--- config.mk ---
export PLATFORM = sky130hd
export DESIGN_NAME = sysbus_interconnect
export DESIGN_NICKNAME = d
export VERILOG_FILES = /design/src/rtl/sysbus_interconnect.sv
export SDC_FILE = /design/constraint.sdc
export NUM_CORES = 1
export LEC_CHECK = 0
export ABC_AREA = 0
export BUFFER_PORTS_ARGS = -buffer_cell sky130_fd_sc_hd__buf_4
export CAP_MARGIN = 20
export CORE_ASPECT_RATIO = 1.1
export CORE_MARGIN = 4
export CORE_UTILIZATION = 40
export CTS_CLUSTER_DIAMETER = 120
export CTS_CLUSTER_SIZE = 20
export DETAILED_ROUTE_END_ITERATION = 10
export HOLD_SLACK_MARGIN = 0.1
export PLACE_DENSITY = 0.65
export SYNTH_ARGS = -nofsm -noshare
export SYNTH_HDL_FRONTEND = slang
export SYNTH_SLANG_ARGS = --single-unit
--- constraint.sdc ---
create_clock -name clk -period 5.32 [get_ports clk]
set_clock_uncertainty 0.15 [all_clocks]
set_input_delay 0.266 -clock clk [delete_from_list [all_inputs] [get_ports clk]]
set_output_delay 0.266 -clock clk [all_outputs]
set_load 0.005 [all_outputs]
--- src/rtl/sysbus_interconnect.sv ---
// rtl/sysbus_interconnect.sv - system-bus region decoder, read-latency realignment and MMIO registers
// Every region answers exactly one cycle after the request; MMIO hosts display, 64-bit cycle counter and control.
module sysbus_interconnect #(
  parameter logic [3:0] GEMM_REGION = 4'h9,
  parameter logic [3:0] MMIO_REGION = 4'h8
) (
  input  logic        clk,
  input  logic        rst,
  input  logic        cpu_en,
  input  logic        cpu_rdwr,
  input  logic [31:0] cpu_addr,
  input  logic [31:0] cpu_wr_data,
  input  logic [3:0]  cpu_mask,
  output logic [31:0] cpu_rd_data,
  output logic [31:0] dev_addr,
  output logic        dmem_en,
  input  logic [31:0] dmem_rd_data,
  output logic        gemm_en,
  input  logic [31:0] gemm_rd_data,
  output logic [31:0] display_data
);
  typedef enum logic [1:0] {SEL_DMEM = 2'd0, SEL_GEMM = 2'd1, SEL_MMIO = 2'd2} sel_t;

  sel_t        r_sel;
  logic [31:0] r_gemm_q;
  logic [31:0] r_mmio_q;
  logic [31:0] r_display;
  logic [63:0] r_cnt;
  logic [31:0] r_hi_snap;
  logic        r_cnt_en;
  logic        r_err;

  logic        w_is_gemm;
  logic        w_is_mmio;
  logic        w_mapped;
  logic [1:0]  w_off;
  logic        w_mmio_rd;
  logic        w_mmio_wr;
  logic        w_ctrl_wr;
  logic        w_cnt_clr;
  logic        w_err_set;
  logic        w_err_clr;
  logic [31:0] w_mmio_rdata;
  logic        w_unused;

  assign w_is_gemm = (cpu_addr[31:28] == GEMM_REGION);
  assign w_is_mmio = (cpu_addr[31:28] == MMIO_REGION);
  assign w_mapped  = (cpu_addr[27:4] == 24'd0);
  assign w_off     = cpu_addr[3:2];
  assign w_mmio_rd = cpu_en & w_is_mmio & ~cpu_rdwr;
  assign w_mmio_wr = cpu_en & w_is_mmio & cpu_rdwr & w_mapped;
  assign w_ctrl_wr = w_mmio_wr & (w_off == 2'd3);
  assign w_cnt_clr = w_ctrl_wr & cpu_mask[0] & cpu_wr_data[1];
  assign w_err_clr = w_ctrl_wr & cpu_mask[1] & cpu_wr_data[8];
  assign w_err_set = cpu_en & w_is_mmio & ~w_mapped;
  assign w_unused  = &{1'b0, cpu_addr[1:0]};

  assign dev_addr     = {cpu_addr[31:2], 2'b00};
  assign dmem_en      = cpu_en & rst & ~w_is_gemm & ~w_is_mmio;
  assign gemm_en      = cpu_en & rst & w_is_gemm;
  assign display_data = r_display;

  always_comb begin
    w_mmio_rdata = 32'd0;
    if (w_mapped) begin
      case (w_off)
        2'd0:    w_mmio_rdata = r_display;
        2'd1:    w_mmio_rdata = r_cnt[31:0];
        2'd2:    w_mmio_rdata = r_hi_snap;
        default: w_mmio_rdata = {23'd0, r_err, 7'd0, r_cnt_en};
      endcase
    end
  end

  // In reset the bus sees the RAM directly so no stale pending read can leak out.
  always_comb begin
    cpu_rd_data = dmem_rd_data;
    if (rst) begin
      case (r_sel)
        SEL_GEMM: cpu_rd_data = r_gemm_q;
        SEL_MMIO: cpu_rd_data = r_mmio_q;
        default:  cpu_rd_data = dmem_rd_data;
      endcase
    end
  end

  always_ff @(posedge clk) begin
    if (!rst) begin
      r_sel     <= SEL_DMEM;
      r_gemm_q  <= 32'd0;
      r_mmio_q  <= 32'd0;
      r_display <= 32'd0;
      r_cnt     <= 64'd0;
      r_hi_snap <= 32'd0;
      r_cnt_en  <= 1'b1;
      r_err     <= 1'b0;
    end else begin
      if (cpu_en) begin
        r_sel <= w_is_gemm ? SEL_GEMM : (w_is_mmio ? SEL_MMIO : SEL_DMEM);
      end
      if (cpu_en && w_is_gemm) begin
        r_gemm_q <= gemm_rd_data;
      end
      // Snapshotting the high word with the low-word read keeps the 64-bit pair coherent.
      if (w_mmio_rd) begin
        r_mmio_q <= w_mmio_rdata;
        if (w_mapped && w_off == 2'd1) begin
          r_hi_snap <= r_cnt[63:32];
        end
      end
      if (w_mmio_wr && w_off == 2'd0) begin
        for (int i = 0; i < 4; i++) begin
          if (cpu_mask[i]) begin
            r_display[8*i +: 8] <= cpu_wr_data[8*i +: 8];
          end
        end
      end
      if (w_ctrl_wr && cpu_mask[0]) begin
        r_cnt_en <= cpu_wr_data[0];
      end
      if (w_cnt_clr) begin
        r_cnt <= 64'd0;
      end else if (r_cnt_en) begin
        r_cnt <= r_cnt + 64'd1;
      end
      if (w_err_set) begin
        r_err <= 1'b1;
      end else if (w_err_clr) begin
        r_err <= 1'b0;
      end
    end
  end
endmodule

# [After elaboration in Yosys (flattened, before gate mapping)]
# Cells that the tools add are included.
[word_totals] ff_bits=196 in_bits=136 out_inout_bits=98 elab_cells=59
[op_classes] add_sub_neg=1 n_eq_ne=7 n_mux=8 bitwise_logic=19 n_reduce_logical=13
[op_table] cell="32-bit one-hot mux with 3 select lines" n=1
[op_table] cell="64-bit by 1-bit adder with 64-bit output (second input constant)" n=1
[op_table] cell="32-bit two-way mux" n=2
[op_table] cell="32-bit one-hot mux with 2 select lines" n=1
[op_table] cell="24-bit zero test" n=1
[op_table] cell="1-bit bitwise AND" n=14
[op_table] cell="2-bit AND reduction" n=5
[op_table] cell="4-bit equality test (second input constant)" n=2
[op_table] cell="2-bit equality test (second input constant)" n=3
[op_table] cell="1-bit inverter" n=5
[op_table] cell="2-bit by 1-bit equality test with 1-bit output (second input constant)" n=2
[op_table] cell="1-bit logical AND" n=4
[op_table] cell="2-bit two-way mux" n=2
[op_table] cell="2-bit zero test" n=1
[op_table] cell="1-bit two-way mux" n=2
[op_table] cell="2-bit nonzero test" n=1
[op_table] cell="2-bit OR reduction" n=1

# [Longest topological paths before layout]
[depth] depth_word=9 ltp_mapped=8 mapped_depth_nobuf=6

# [Least setup slack after synthesis]
# Ideal clock, no wire load.
[synth_path] path_kind="reg2reg" from="register r_cnt[9]" to="register r_cnt[63]" setup_time_ns=0.068 t_arrival_ns=2.393 required_time_ns=5.102 setup_slack_ns=2.708 path_stages_with_launch=7 n_path_buf=1 synth_period_minus_slack_ns=2.612 cell_sequence="dfxtp_1 -> nand4_2 -> or4_1 -> buf_2 -> or4_4 -> or4_4 -> a21oi_2"
[synth_via] elab_chain_cells=1
[synth_rtl] element="start, declared" line="28" rtl="logic [63:0] r_cnt;"
[synth_rtl] element="start signal, assigned" line="124" rtl="r_cnt <= r_cnt + 64'd1;"
[synth_rtl] element="64-bit by 1-bit adder with 64-bit output" line="124"
# No other way between the ends.
# A chain may end at the register's enable or synchronous reset.

==> key figures <==
CTS
  • Clock latency on the worst-skew pair: between 400 and 500 ps
  • CTS Sinks: a little under 200
  • H-tree Lvls: 4
  • Max clock buf depth: 2
  • CTS root buf: clkbuf_16
  • Postcts setup bufs: 0
  • CTS clk-pin slew, worst paths: ~70 ps
  • CTS tree: done
  • CTS Buf Count: 17

Power
  • Pwr/cell area: around 250 nW/um2
  • Peak VDD IR: 0.1830 mV
  • Pleak: roughly 4.7 nW

Timing
  • Final Max Tran Viols: 0
  • Period minus WS final: between 3000 and 4000 ps
  • RSZ-0062 raised after global routing: false
  • Total negative slack: 0 ps
  • Final period util: 57.64%
  • Fmax achieved: between 300 and 400 MHz
  • Hold Violations, Final: 0
  • Relative slew slack: 32.07%
  • Tightest Pin Transition: ~1000 ps
  • Final setup violation count: 0

GRT
  • First-pass GRT wire length: about 46,000 um
  • Initial antenna violation count: 0
  • Largest net degree at the start of global routing: a little over 90
  • GRT Overall Usage: a little over a fifth
  • Vias in the first global route: between 8,000 and 9,000
  • Gr ovfl total: 0

Logic synthesis
  • Avg Cell Area, Syn: between 7 and 8 um2
  • Synthesized area: about 9400 um2
  • Most used DFF post-synth: dfxtp_1
  • Gate Count Post-Synth: roughly 1,200
  • Post-synth cell types: 40
  • Seq/Total Area, Yosys: between 40% and 50%
  • Synth warn: 0
  • Ys async rst share: 0%
  • Number of enable flip-flop cells after synthesis: 0
  • Flops & latches, synth: around 200

Worst hold path
  • Hold EP: r_err$_SDFFE_PN0P_
  • Type of the worst min-delay path: input pin to flip-flop
  • Hold_sp: cpu_mask[1]
  • Hold depth: 5

Critical path
  • Critical path's most frequent cell: or4_4
  • Req. time, crit path: roughly 5500 ps
  • Critical setup path kind: flip-flop to flip-flop
  • Critical path's slowest cell: or4_1
  • Reg2Reg Launch Point: r_cnt_en$_SDFFE_PN1P_
  • Worst Path Arrival: 3280 ps
  • Cell count of the worst reg-to-reg path: 5
  • Crit start category: flip-flop
  • Worst-path cell chain: nand4_1 > or4_1 > or4_4 > or4_4 > a21oi_2
  • RR Endpoint: r_cnt[63]$_SDFFE_PP0P_
  • Slowest stage delay, CP: ~720 ps
  • CP Capture Type: flip-flop
  • R2R setup slack: 2250 ps
  • Max FO, Critical Path: 9
  • Crit path launch: r_cnt_en$_SDFFE_PN1P_

Cells and area
  • Cell area after layout: roughly 12,000 um2
  • Most frequent cells in the layout: 236 x buf_4, 227 x nand2_1, 196 x dfxtp_1
  • Final core utilization: 53.71%
  • Nets@finish: around 1,600
  • Area grow syn2layout: 31.21%
  • Commonest non-fill, non-tap cell in the layout: buf_4
  • Fraction of layout cells with a size suffix above 1: roughly 19%
  • Diode count: 0

Detailed routing
  • 1st-pass router iterations: 5
  • Vias per inst: ~5.3
  • Wire length per cell: 16.84 um
  • Remaining DRCs: 0
  • Via count: 9,260
  • Initial DRC Count: around 730
  • WL final: 29,260 um
  • Antenna Nets Post-Route: 0

Placed design
  • Area post-placement: ~11,000 um2
  • Post-DP HPWL: approximately 21,000 um
  • GP Congestion: slightly above 0.9
  • Port-buffer cells: ~230

Floorplanning
  • Cell row count: 58
  • Core footprint: ~23,000 um2
  • IO Count: ~230
  • Die Height: between 150 and 200 um
  • Die Wd: ~150 um
  • Initial Util: between 40% and 50%
  • Die area: 26,140 um2

Flow run
  • Total of max-cap violations: 0

Status
  • Status: finished clean
## area by class of cell
class	count	area, um2
timing repair buffer	306	2477
sequential	196	3924
inverter	8	30.03
clock buffer	17	425.4
multi-input combinational	895	4945
fill	2201	10680
tap	300	375.4
clock inverter	15	217.7
## timing repair
action	in CTS	in global routing
hold endpoints to repair	70	0
hold buffers	69	0
gates resized for setup	0	0
## metal layers
layer  track usage, %  share of wire [%]  vias up  wire, um
li1                 -                  -     4658         -
met1            29.59                 46     4291     13330
met2            34.90                 46      266     13480
met3            3.851                6.3       45      1844
met4            6.528                2.1        0       601
met5                0                  0        -         0
## power breakdown
| part | switching (mW) | internal [mW] |
|---|---|---|
| Clock | 0.627 | 0.765 |
| Sequential | 0.00417 | 1.47 |
| Combinational | 0.112 | 0.149 |
## worst max path at each step
stage,depth (start not counted),to,slack (ps)
after floorplan,6,r_cnt[63]$_SDFFE_PP0P_,2710
after global placement,5,r_cnt[63]$_SDFFE_PP0P_,2310
after detailed placement,5,r_cnt[63]$_SDFFE_PP0P_,2290
after CTS,5,r_cnt[63]$_SDFFE_PP0P_,2270
after global routing,5,r_cnt[63]$_SDFFE_PP0P_,2110
final,5,r_cnt[63]$_SDFFE_PP0P_,2250
## worst max-delay path, delay by kind of cell, from the launching register on
family	cells	cell delay (ps)
AOI/OAI and AO/OA	1	130
and+or+nand+nor	4	2200
DFF	1	520
## stage by stage
| stage | worst slack, ps | std cells | hold WS, ps | power (mW) |
|---|---|---|---|---|
| after floorplan | 2708 | 1217 | 244.5 | 1.608 |
| after global placement | 2307 | 1635 | 290.8 | 1.727 |
| after detailed placement | 2289 | 1636 | 293.7 | 1.729 |
| after CTS | 2271 | 1737 | 110.3 | 3.142 |
| after global routing | 2105 | 1737 | 151.8 | 3.229 |
| final | 2254 | 1737 | 125.1 | 3.129 |
## cell families (layout without fill, tap and decap cells)
logic type      count (synthesis)  count (layout)  synth area share [%]
xor+xnor                       44              44                 4.079
compound gates                263             263                 15.97
fa+ha+maj                       3               3                0.3974
mux                            35              35                 3.974
other cells                     1               2               0.03970
flops                         196             196                 41.54
buf+inv                       126             346                 6.305
simple gates                  548             548                 27.70
## Yosys cell counts (2+ instances only)
library cell	n	area, um2
xnor2_1	15	131.4
a21boi_0	34	255.2
nand2b_1	2	12.51
nor4_1	23	143.9
nor3_1	7	35.03
a21oi_1	48	240.2
and2_1	12	75.07
or3_1	18	112.6
buf_4	32	240.2
nor2_1	88	330.3
xor2_1	29	254.0
ha_1	3	37.54
and4_1	14	122.6
o21ai_0	139	695.7
nand3_1	86	430.4
or4_4	2	22.52
a22oi_1	32	240.2
nand4_1	36	225.2
o41ai_1	2	17.52
clkbuf_1	80	300.3
mux4_2	2	45.04
or4_1	12	90.09
nor2b_1	2	12.51
dfxtp_1	196	3924
or4b_1	2	20.02
nand2_1	228	855.8
buf_1	4	15.01
inv_1	8	30.03
buf_2	2	10.01
and3_1	11	68.82
mux2i_1	33	330.3
o31ai_1	6	45.04
## registers in the layout (all words and copies together) (netlist names)
| name | flops |
|---|---|
| display_data | 32 |
| r_cnt | 64 |
| r_cnt_en | 1 |
| r_err | 1 |
| r_gemm_q | 32 |
| r_hi_snap | 32 |
| r_mmio_q | 32 |
| r_sel | 2 |
No activity file was read; power rests on OpenSTA's default activity.
